## config.mk

```make
export PLATFORM = sky130hd
export DESIGN_NAME = glitch_wb_mq
export DESIGN_NICKNAME = d
export VERILOG_FILES = /design/src/rtl/glitch_wb_mq.sv
export SDC_FILE = /design/constraint.sdc
export NUM_CORES = 1
export LEC_CHECK = 0
export BUFFER_PORTS_ARGS = -buffer_cell sky130_fd_sc_hd__buf_4
export CAP_MARGIN = 20
export CORE_ASPECT_RATIO = 0.9
export CORE_UTILIZATION = 40
export CTS_BUF_LIST = sky130_fd_sc_hd__clkbuf_8
export DETAILED_ROUTE_END_ITERATION = 6
export PLACE_DENSITY_LB_ADDON = 0.05
export SLEW_MARGIN = 20
export SYNTH_ARGS = -nofsm -noshare
export SYNTH_HDL_FRONTEND = slang
export SYNTH_SLANG_ARGS = --single-unit
```

## constraint.sdc

```tcl
create_clock -name clk_i -period 4 [get_ports clk_i]
set_input_delay 0.2 -clock clk_i [delete_from_list [all_inputs] [get_ports clk_i]]
set_output_delay 0.2 -clock clk_i [all_outputs]
set_load 0.01 [all_outputs]
```

## src/rtl/glitch_wb_mq.sv

```systemverilog
// Multi-channel Wishbone slave assembling glitch-queue words from lane writes into per-channel FIFOs.
// Optional per-channel push counters are enabled by defining GLITCH_WB_COUNT_EN.
module glitch_wb_mq #(
  parameter int DAT_W     = 8,
  parameter int WORD_W    = 32,
  parameter int NCH       = 2,
  parameter int STALL_MAX = 16,
  localparam int ADR_W    = 4 + $clog2(NCH)
) (
  input  logic                  clk_i,
  input  logic                  rst_i,
  input  logic [ADR_W-1:0]      adr_i,
  input  logic [DAT_W-1:0]      dat_i,
  output logic [DAT_W-1:0]      dat_o,
  input  logic                  we_i,
  input  logic                  stb_i,
  output logic                  ack_o,
  output logic [NCH*WORD_W-1:0] q_data_o,
  output logic [NCH-1:0]        q_we_o,
  input  logic [NCH-1:0]        q_full_i,
  input  logic [NCH-1:0]        q_empty_i,
  input  logic [NCH-1:0]        ready_i
);

  localparam int LANES = WORD_W / DAT_W;
  localparam int CH_W  = (NCH > 1) ? $clog2(NCH) : 1;
  localparam int SC_W  = (STALL_MAX > 0) ? $clog2(STALL_MAX + 1) : 1;

  localparam logic [1:0] S_IDLE  = 2'd0;
  localparam logic [1:0] S_STALL = 2'd1;
  localparam logic [1:0] S_ACK   = 2'd2;

  logic [1:0]        r_state;
  logic              r_ack;
  logic [DAT_W-1:0]  r_dat;
  logic [NCH-1:0]    r_q_we;
  logic [NCH-1:0]    r_ovf;
  logic [SC_W-1:0]   r_sc;
  logic [WORD_W-1:0] r_pend_word;
  logic [CH_W-1:0]   r_pend_ch;
  logic [WORD_W-1:0] r_stage  [NCH];
  logic [WORD_W-1:0] r_q_data [NCH];
`ifdef GLITCH_WB_COUNT_EN
  logic [2*DAT_W-1:0] r_cnt   [NCH];
`endif

  logic [7:0]        w_adr_ext;
  logic [3:0]        w_ch;
  logic [3:0]        w_reg;
  logic [2:0]        w_lane;
  logic [CH_W-1:0]   w_ci;
  logic              w_ch_ok;
  logic              w_is_lane;
  logic              w_is_commit;
  logic [DAT_W-1:0]  w_rdata;
  logic [WORD_W-1:0] w_push_word;

  // Address split: channel above bit 4, register in the low nibble
  assign w_adr_ext   = 8'(adr_i);
  assign w_ch        = w_adr_ext[7:4];
  assign w_reg       = w_adr_ext[3:0];
  assign w_lane      = w_reg[2:0];
  assign w_ci        = w_ch[CH_W-1:0];
  assign w_ch_ok     = ({28'd0, w_ch} < NCH);
  assign w_is_lane   = w_reg[3] && ({29'd0, w_lane} < LANES);
  assign w_is_commit = (w_reg == 4'(8 + LANES - 1));

  always_comb begin
    w_rdata = '0;
    if (w_ch_ok) begin
      case (w_reg)
        4'd0: w_rdata = DAT_W'({r_ovf[w_ci], q_full_i[w_ci], q_empty_i[w_ci], ready_i[w_ci]});
`ifdef GLITCH_WB_COUNT_EN
        4'd2: w_rdata = r_cnt[w_ci][DAT_W-1:0];
        4'd3: w_rdata = r_cnt[w_ci][2*DAT_W-1:DAT_W];
`endif
        default: begin
          if (w_is_lane) w_rdata = r_stage[w_ci][w_lane*DAT_W +: DAT_W];
        end
      endcase
    end
  end

  // The pushed word is the stage with its top lane replaced by the committing write
  always_comb begin
    w_push_word = r_stage[w_ci];
    w_push_word[(LANES-1)*DAT_W +: DAT_W] = dat_i;
  end

  always_ff @(posedge clk_i) begin
    if (rst_i) begin
      r_state     <= S_IDLE;
      r_ack       <= 1'b0;
      r_dat       <= '0;
      r_q_we      <= '0;
      r_ovf       <= '0;
      r_sc        <= '0;
      r_pend_word <= '0;
      r_pend_ch   <= '0;
      for (int c = 0; c < NCH; c++) begin
        r_stage[c]  <= '0;
        r_q_data[c] <= '0;
`ifdef GLITCH_WB_COUNT_EN
        r_cnt[c]    <= '0;
`endif
      end
    end else begin
      r_q_we <= '0;
      r_ack  <= 1'b0;
      r_dat  <= '0;
      case (r_state)
        S_IDLE: begin
          if (stb_i && !r_ack) begin
            r_ack   <= 1'b1;
            r_state <= S_ACK;
            if (!we_i) begin
              r_dat <= w_rdata;
            end else if (w_ch_ok) begin
              if (w_is_lane) r_stage[w_ci][w_lane*DAT_W +: DAT_W] <= dat_i;
              if (w_reg == 4'd1) begin
                if (dat_i[0]) r_ovf[w_ci] <= 1'b0;
                if (dat_i[1]) r_stage[w_ci] <= '0;
              end
`ifdef GLITCH_WB_COUNT_EN
              if (w_reg == 4'd2) r_cnt[w_ci] <= '0;
`endif
              if (w_is_commit) begin
                if (!q_full_i[w_ci]) begin
                  r_q_we[w_ci]   <= 1'b1;
                  r_q_data[w_ci] <= w_push_word;
`ifdef GLITCH_WB_COUNT_EN
                  r_cnt[w_ci]    <= r_cnt[w_ci] + 1'b1;
`endif
                end else if (STALL_MAX == 0) begin
                  r_ovf[w_ci] <= 1'b1;
                end else begin
                  // Hold the ack back until the FIFO drains or the wait budget runs out
                  r_ack       <= 1'b0;
                  r_state     <= S_STALL;
                  r_sc        <= '0;
                  r_pend_word <= w_push_word;
                  r_pend_ch   <= w_ci;
                end
              end
            end
          end
        end
        S_STALL: begin
          if (!q_full_i[r_pend_ch]) begin
            r_q_we[r_pend_ch]   <= 1'b1;
            r_q_data[r_pend_ch] <= r_pend_word;
`ifdef GLITCH_WB_COUNT_EN
            r_cnt[r_pend_ch]    <= r_cnt[r_pend_ch] + 1'b1;
`endif
            r_ack   <= 1'b1;
            r_state <= S_ACK;
          end else if (r_sc == SC_W'(STALL_MAX - 1)) begin
            r_ovf[r_pend_ch] <= 1'b1;
            r_ack   <= 1'b1;
            r_state <= S_ACK;
          end else begin
            r_sc <= r_sc + 1'b1;
          end
        end
        S_ACK: begin
          r_state <= S_IDLE;
        end
        default: begin
          r_state <= S_IDLE;
        end
      endcase
    end
  end

  assign ack_o  = r_ack;
  assign dat_o  = r_dat;
  assign q_we_o = r_q_we;

  for (genvar g = 0; g < NCH; g++) begin : g_qdata
    assign q_data_o[g*WORD_W +: WORD_W] = r_q_data[g];
  end

endmodule

```

==> impl_metrics.ini, run 1 <==
[timing]
finalCriticalPeriod_ps = 2747
rsz0062_at_grt = false
fmax_ghz = 0.3640
tightest_slew_ps = 1061
finalMaxSlewViolations = 0
hold_viol_final = 0
finalSetupViolCount = 0
clock_skew_ps = 9.643
setup-tns-final_ps = 0
layout_setup_ws_ps = 1253
finalCritPeriodShare_pct = 68.68
slew_headroom_pct = 29.25

[yosys]
netlist_instances = 688
synth_seq_cells = 181
synth_edf_count = 128
synthFlopType = edfxtp_1
syn_area_per_cell_sq_um = 11.76
syn_nets = 718
seq_area_frac_synth_pct = 60.60
async_flop_share_pct = 0
yosys_warnings = 0
mappedNetlistArea_sq_um = 8094
synth.distinct_cells = 48

[worst_setup_path]
critPathRequiredTime_ps = 4160
worstPathMaxFanout = 24
slowest_stage = dfxtp_1
critical_path.top_delay_family = simple AND/OR/NAND/NOR gates
crit_path_cell_trace = nor2b_1, nand3_1, o32a_1, nand2_1, buf_12
critPathLaunchType = register
worstSetupEndpointType = register
path_class = register to register
cp_num_buf_inv = 1
arrival_ps = 2900
slowest_delay_ps = 560

[place]
hpwl_um = 15050
io_buffers = 97
gp_congestion = 0.8798
dp_slack_ps = 1019
placed_area_sq_um = 9020

[run]
cap_violations = 0

[grt]
antenna_found_initial = 0
track_usage_pct = 21.14
grt_pass1_wl_um = 32400
grt-ovfl-total = 0
grt_max_degree = 68
grt_pass1_vias = 5551

[finish]
n_fill_cell = 1737
final_util_pct = 48.19
diodes = 0
stdcell_area_sq_um = 9407
multi_input_area_sq_um = 2933
regArea_sq_um = 4905
drive_gt1_share_pct = 21.10
syn_to_final_growth_pct = 16.22
nets = 799

[clock_tree]
h-tree-depth = 4
clockRootBuffer = clkbuf_8
cts.reportedPaths.clkPinSlew_ps = 90
numCtsBuffers = 17
cts_tree = built
clock_sinks = 181
ctsHoldBuffers = 0
cts_setup_buffers = 0
clk-insertion-delay-late_ps = 450
cts-resized-gates = 0
clockBufferDepth = 2

[floorplanning]
dieArea_sq_um = 20810
core_area_sq_um = 19520
io_pins = 98
fp.dieH_um = 137.0
fp-row-count = 48
initial_core_util_pct = 41.47
die_x_um = 151.9

[run_status]
status = finished, violations left
violations = DRC

[drt]
drt-initial-drc-count = 438
drt_wl_total_um = 21220
num_vias = 5712
ant_nets = 0
remaining_drc_errors = 12
wl_per_cell_um = 20.57
drt_first_pass_iters = 7
vias_per_cell = 5.535

[worst_hold_path]
holdCritPathClass = input pin to register

[pwr]
total_leakage_power_nw = 3.624
p_per_area_nw_per_um2 = 384.0
ir_worst_vdd_v = 0.0002003
finalPower_w = 0.003613
## Yosys cell counts (2+ instances only)
library cell  number  area (sq um)
mux2i_1           41         410.4
edfxtp_1         128          3844
nand3_1           16         80.08
a21o_1             2         15.01
nand2b_1           3         18.77
and3b_1            4         35.03
nor2b_1            2         12.51
ha_1               7         87.58
mux2_2             8         90.09
o31ai_1           20         150.1
nand3b_1           2         15.01
clkbuf_1          20         75.07
a41oi_1            2         17.52
xor2_1             2         17.52
nor2_1           129         484.2
buf_2             19         95.09
dfxtp_1           53          1061
nor3_1            20         100.1
nand4_1            5         31.28
nor4_1             7         43.79
a211oi_1          19         142.6
nor4_4             3         63.81
a311oi_1           2         17.52
o21ai_0           22         110.1
o22ai_1            4         25.02
a21oi_1           19         95.09
nand2_1           54         202.7
and3_1             5         31.28
buf_4              2         15.01
o32a_1             2         20.02
mux4_2            16         360.4
inv_1             14         52.55
and2_1            21         131.4
## final timing paths
check / start / to / slack, ps / cells past startpoint
worst max-delay path: r_state[0] / r_q_data[1][6] / 1250 / 5
worst min-delay path: dat_i[3] / r_pend_word[27] / 40 / 3
worst max register to register: r_state[0] / r_q_data[1][6] / 1250 / 5
worst min register to register: r_pend_word[28] / r_pend_word[28] / 460 / 2
## worst min-delay path, stage by stage
cell and delay, ps:
buf_4 140, nand2_1 60, a21oi_1 50
## where the power goes
part           internal [W]  switching (W)
Combinational      0.000113       0.000192
Clock              0.000562       0.000676
Sequential          0.00205      0.0000234
## placed cells by master (no fill, tap or decap), types with 17 or more instances in the layout
cell type  instances
clkbuf_8          17
nor3_1            20
dfxtp_1           53
mux2i_1           41
a21oi_1           19
o21ai_0           22
nand2_1           54
buf_4            103
and2_1            21
nor2_1           129
edfxtp_1         128
a211oi_1          19
o31ai_1           20
## registers in the layout, indices dropped and copies added, names as in the netlist
register,count
q_we_o,2
r_ovf,2
r_q_data,64
dat_o,8
r_sc,5
r_stage,64
r_pend_word,32
ack_o,1
r_pend_ch,1
r_state,2
## cell families (layout without fill, tap and decap cells)
family,Yosys count,in the layout,share of synthesized area (%)
simple gates,277,277,16.35
flops,181,181,60.60
compound gates,98,98,7.946
mux,65,65,10.64
buf+inv,58,152,3.169
fa+ha+maj,7,7,1.082
xor+xnor,2,2,0.2165
## through the flow
stage,hold WS (ps),std cells
finish,43.22,1032
global route,12.24,1032
CTS,3.571,1032
detailed placement,447.3,1000
global placement,442.1,1000
floorplan,336.0,688
## layout make-up
| type | count | area share (%) |
|---|---|---|
| flip-flops and latches | 181 | 52.14 |
| multi-input cells | 449 | 31.18 |
| repair buffers | 105 | 8.646 |
| well taps | 250 | 3.325 |
| clock buffers | 17 | 2.487 |
| clock inverters | 15 | 1.623 |
| inverters | 15 | 0.5986 |
## per-layer routing
layer / wire length (um) / global-route usage [%] / vias to the layer above
met1: 9325 / 28.36 / 2782
li1: - / - / 2682
met5: 0 / 0 / -
met4: 772 / 10.15 / 0
met2: 9589 / 32.59 / 220
met3: 1536 / 4.877 / 28
No activity file was read; power rests on OpenSTA's default activity.
==> run 2: changes to the inputs <==
clock period = 2.35 ns   (was 4 ns; I/O delays follow)
==> run 2 against run 1 <==
  * The flow still finishes with violations (DRC)
  * Largest cell class unchanged
  * Flip-flop and latch count did not move
  * Die area stayed put
  * Routed wire length up 2.8%
  * Combinational power rose by 85%
  * Utilization increased by 1.8 points
==> impl_metrics.ini, run 2 (same netlist as run 1, synthesis figures left out) <==
[drt]
drt_first_pass_iters = 6
dr.max_layer_used = met4
ant_nets = 0
num_vias = 5882
wl_met1_um = 9784
drt_wl_total_um = 21810
drt-initial-drc-count = 445
routed-wl-met3_um = 1423
wl_per_cell_um = 20.42
wl_met2_um = 10080
remaining_drc_errors = 8
vias_per_cell = 5.507

[pwr]
clkPwrFrac_pct = 34.9
p_comb_share_pct = 9.0
total_leakage_power_nw = 3.806
ir_worst_vdd_v = 0.0003980
p_int_w = 0.004686
p_sw_w = 0.001590
switching_share_pct = 25.33
finalPower_w = 0.006276
power_frac_seq_pct = 56.1
p_per_area_nw_per_um2 = 642.9

[timing]
fin_hold_ws_ps = 65.39
fmax_ghz = 0.4695
finalMaxSlewViolations = 0
setup-tns-final_ps = 0
finalCritPeriodShare_pct = 90.64
hold_viol_final = 0
slew_headroom_pct = 58.04
tightest_slew_ps = 629.4
finalSetupViolCount = 0
finalCriticalPeriod_ps = 2130
rsz0062_at_grt = false
clock_skew_ps = 15.45

[worst_setup_path]
critPathRequiredTime_ps = 2450
critPathLaunchType = register
worstSetupEndpointType = register
arrival_ps = 2230
r2r_cells = 4
worstPathMaxFanout = 32
path_class = register to register

[grt]
grt_pass1_vias = 5730
antenna_found_initial = 0
grt-ovfl-total = 0
grt_pass1_wl_um = 33270
track_usage_pct = 21.55
grt_max_degree = 62

[clock_tree]
cts_setup_buffers = 0
clk-insertion-delay-late_ps = 460
clock_sinks = 181
ctsHoldBuffers = 12
h-tree-depth = 4
numCtsBuffers = 17
clockRootBuffer = clkbuf_8
clockBufferDepth = 2
cts-resized-gates = 0
cts_tree = built
cts.reportedPaths.clkPinSlew_ps = 100

[finish]
layout_common_cells = nor2_1 (129), edfxtp_1 (128), buf_4 (127)
n_fill_cell = 1760
nets = 835
syn_to_final_growth_pct = 20.61
final_util_pct = 50.01
diodes = 0
drive_gt1_share_pct = 23.96
mostFrequentLayoutCell = nor2_1
biggestRegsByFlops = r_q_data: 64 flops, r_stage: 64 flops, r_pend_word: 32 flops

[floorplanning]
dieArea_sq_um = 20810
core_area_sq_um = 19520
io_pins = 98
die_x_um = 151.9
fp.dieH_um = 137.0
fp-row-count = 48
initial_core_util_pct = 41.47

[place]
hpwl_um = 15510
io_buffers = 97
gp_congestion = 0.8562

[worst_hold_path]
min_path_cells = 3
holdCritPathClass = input pin to register

[run_status]
violations = DRC
status = finished, violations left

[run]
cap_violations = 0
-- run 2: changes by cell type in the layout (fill, tap and decap cells not counted), moves of 2 or more --
cell / before / now
dlygate4sd3_1: 0 / 12
nand2_4: 0 / 2
clkinv_1: 2 / 0
clkinv_4: 0 / 2
buf_4: 103 / 127
inv_6: 5 / 3
nand2_1: 54 / 52
inv_8: 1 / 3
-- run 2: through the flow --
stage / setup WS [ps] / instance area [sq um] / instances
2_1_floorplan: 11.68 / 8130 / 688
3_3_place_gp: 190.3 / 9233 / 1024
3_5_place_dp: 144.2 / 9233 / 1024
4_1_cts: 180.8 / 9762 / 1068
5_1_grt: 101.0 / 9762 / 1068
6_report: 220.1 / 9762 / 1068
-- run 2: worst paths after layout --
check             startpoint              end  slack [ps]
max               r_state[0]   r_q_data[0][8]         220
min                 adr_i[4]        r_pend_ch          70
min reg2reg  r_pend_word[27]  r_pend_word[27]         460
max reg2reg       r_state[0]   r_q_data[0][8]         220
-- run 2: power groups by stage --
stage | logic, W | clock network, W | registers, W
floorplan | 0.000280 | 0 | 0.00360
global placement | 0.000545 | 0 | 0.00359
detailed placement | 0.000549 | 0 | 0.00359
CTS | 0.000569 | 0.00224 | 0.00352
global route | 0.000606 | 0.00237 | 0.00353
finish | 0.000564 | 0.00219 | 0.00352
-- run 2: layout make-up --
| class | instances | area, sq um | area share, % |
|---|---|---|---|
| clock buffer | 17 | 234.0 | 2.397 |
| clock inverter | 15 | 175.2 | 1.794 |
| inverter | 15 | 57.56 | 0.5896 |
| multi-input combinational | 449 | 2964 | 30.36 |
| sequential | 181 | 4905 | 50.24 |
| tap | 250 | 312.8 | 3.204 |
| timing repair buffer | 141 | 1114 | 11.41 |
-- run 2: critical path, stage by stage (launching register included) --
cell	delay [ps]
dfxtp_1	360
nor4b_4	420
nand4_1	180
o32a_1	400
nand2_4	370
-- run 2: per-layer routing --
layer	up-vias	track usage, %
li1	2753	-
met1	2903	28.42
met3	24	5.446
met2	202	34.52
met4	0	7.937
met5	-	0
==> run 3: changes to the inputs <==
REMOVE_ABC_BUFFERS = 1   (was not set)
==> run 3 against run 2 <==
  * The run still ends with DRC left
  * Hold slack better by 76 ps
  * Clock-buffer cell count up 1
  * Via count is 2.4% lower
  * Utilization grew 0.15 points
  * Sequential power hardly changed
  * Global-route usage down 1.6 points
  * Clock power shrank 2%
  * Final area grew 0.31%
  * Routed wire length fell by 8.2%
  * Die area unchanged
  * Critical path type unchanged
  * Largest power group unchanged
==> impl_metrics.ini, run 3 (same netlist as run 1, synthesis figures left out) <==
[timing]
finalCriticalPeriod_ps = 2181
rsz0062_at_grt = false
finalMaxSlewViolations = 0
clock_skew_ps = 12.33
slew_headroom_pct = 56.18
finalSetupViolCount = 0
fmax_ghz = 0.4586
finalCritPeriodShare_pct = 92.79
tightest_slew_ps = 657.3
hold_viol_final = 0

[finish]
drive_gt1_share_pct = 23.36
biggestRegsByFlops = r_q_data: 64 flops, r_stage: 64 flops, r_pend_word: 32 flops
nets = 839
n_fill_cell = 1751
syn_to_final_growth_pct = 20.98
finalNonFillerCells = 1072
diodes = 0
mostFrequentLayoutCell = nor2_1
layout_common_cells = nor2_1 (129), edfxtp_1 (128), buf_4 (126)
stdcell_area_sq_um = 9792
final_util_pct = 50.17

[floorplanning]
fp-row-count = 48
core_area_sq_um = 19520
fp.dieH_um = 137.0
initial_core_util_pct = 41.47
dieArea_sq_um = 20810
io_pins = 98
die_x_um = 151.9

[place]
placed_area_sq_um = 9253
gp_congestion = 0.8372
io_buffers = 97
hpwl_um = 14310
post-place-cells = 1026

[drt]
wl_per_cell_um = 18.67
drt_wl_total_um = 20010
vias_per_cell = 5.357
drt_first_pass_iters = 7
ant_nets = 0
drt-initial-drc-count = 466
remaining_drc_errors = 14
num_vias = 5743

[clock_tree]
cts-resized-gates = 0
h-tree-depth = 4
ctsHoldBuffers = 14
cts_setup_buffers = 0
numCtsBuffers = 17
clock_sinks = 181
clk-insertion-delay-late_ps = 450
cts.reportedPaths.clkPinSlew_ps = 100
clockRootBuffer = clkbuf_8
cts_tree = built
clockBufferDepth = 2

[grt]
grt_pass1_vias = 5678
grt-ovfl-total = 0
track_usage_pct = 19.98
grt_pass1_wl_um = 31250
grt_max_degree = 58
antenna_found_initial = 0

[worst_hold_path]
min_path_cells = 3
holdCritPathClass = input pin to register

[pwr]
ir_worst_vdd_v = 0.0003418
total_leakage_power_nw = 3.827
p_per_area_nw_per_um2 = 634.7

[worst_setup_path]
worstSetupEndpointType = register
r2r_cells = 5
critPathRequiredTime_ps = 2490
arrival_ps = 2320
worstPathMaxFanout = 15
critPathLaunchType = register
path_class = register to register

[run_status]
violations = DRC
status = finished, violations left

[run]
cap_violations = 0
-- run 3: where the power goes --
group	internal [W]	total [W]	switching (W)
combinational	0.000231	0.000551	0.000321
clock	0.000988	0.00215	0.00116
sequential	0.00348	0.00352	0.0000353
-- run 3: worst max-delay path, stage by stage (launching register included) --
cell and delay [ps]:
dfxtp_1 400, nor4b_4 440, nand4_1 180, o32a_1 370, nand2_1 160, buf_4 300
-- run 3: layout make-up --
type / count / area (sq um) / area share [%]
flip-flops and latches: 181 / 4905 / 50.09
well taps: 250 / 312.8 / 3.194
inverters: 15 / 56.30 / 0.5750
clock inverters: 14 / 151.4 / 1.546
clock buffers: 18 / 247.7 / 2.530
multi-input cells: 449 / 2933 / 29.95
repair buffers: 145 / 1186 / 12.11
-- run 3: final timing paths --
check / startpoint / endpoint / slack (ps)
worst max-delay path: r_state[1] / r_q_data[1][11] / 170
worst max register to register: r_state[1] / r_q_data[1][11] / 170
worst min register to register: r_pend_word[31] / r_pend_word[31] / 460
worst min-delay path: q_full_i[0] / dat_o[2] / 140
-- run 3: metrics by stage --
| step | setup TNS (ps) | hold slack [ps] | setup WS [ps] | power (W) |
|---|---|---|---|---|
| floorplan | -104050 | 186.6 | -1128 | 0.003832 |
| global placement | 0 | 400.2 | 222.4 | 0.004116 |
| detailed placement | 0 | 405.7 | 196.7 | 0.004123 |
| CTS | 0 | 116.5 | 168.9 | 0.006266 |
| global route | 0 | 134.5 | 22.68 | 0.006442 |
| finish | 0 | 141.5 | 169.4 | 0.006215 |
-- run 3: metal layers --
metal,global-route usage [%],vias to the layer above,wire length [um]
li1,-,2763,-
met1,26.24,2783,9202
met2,33.59,174,9316
met3,3.768,23,1049
met4,6.519,0,442
met5,0,-,0
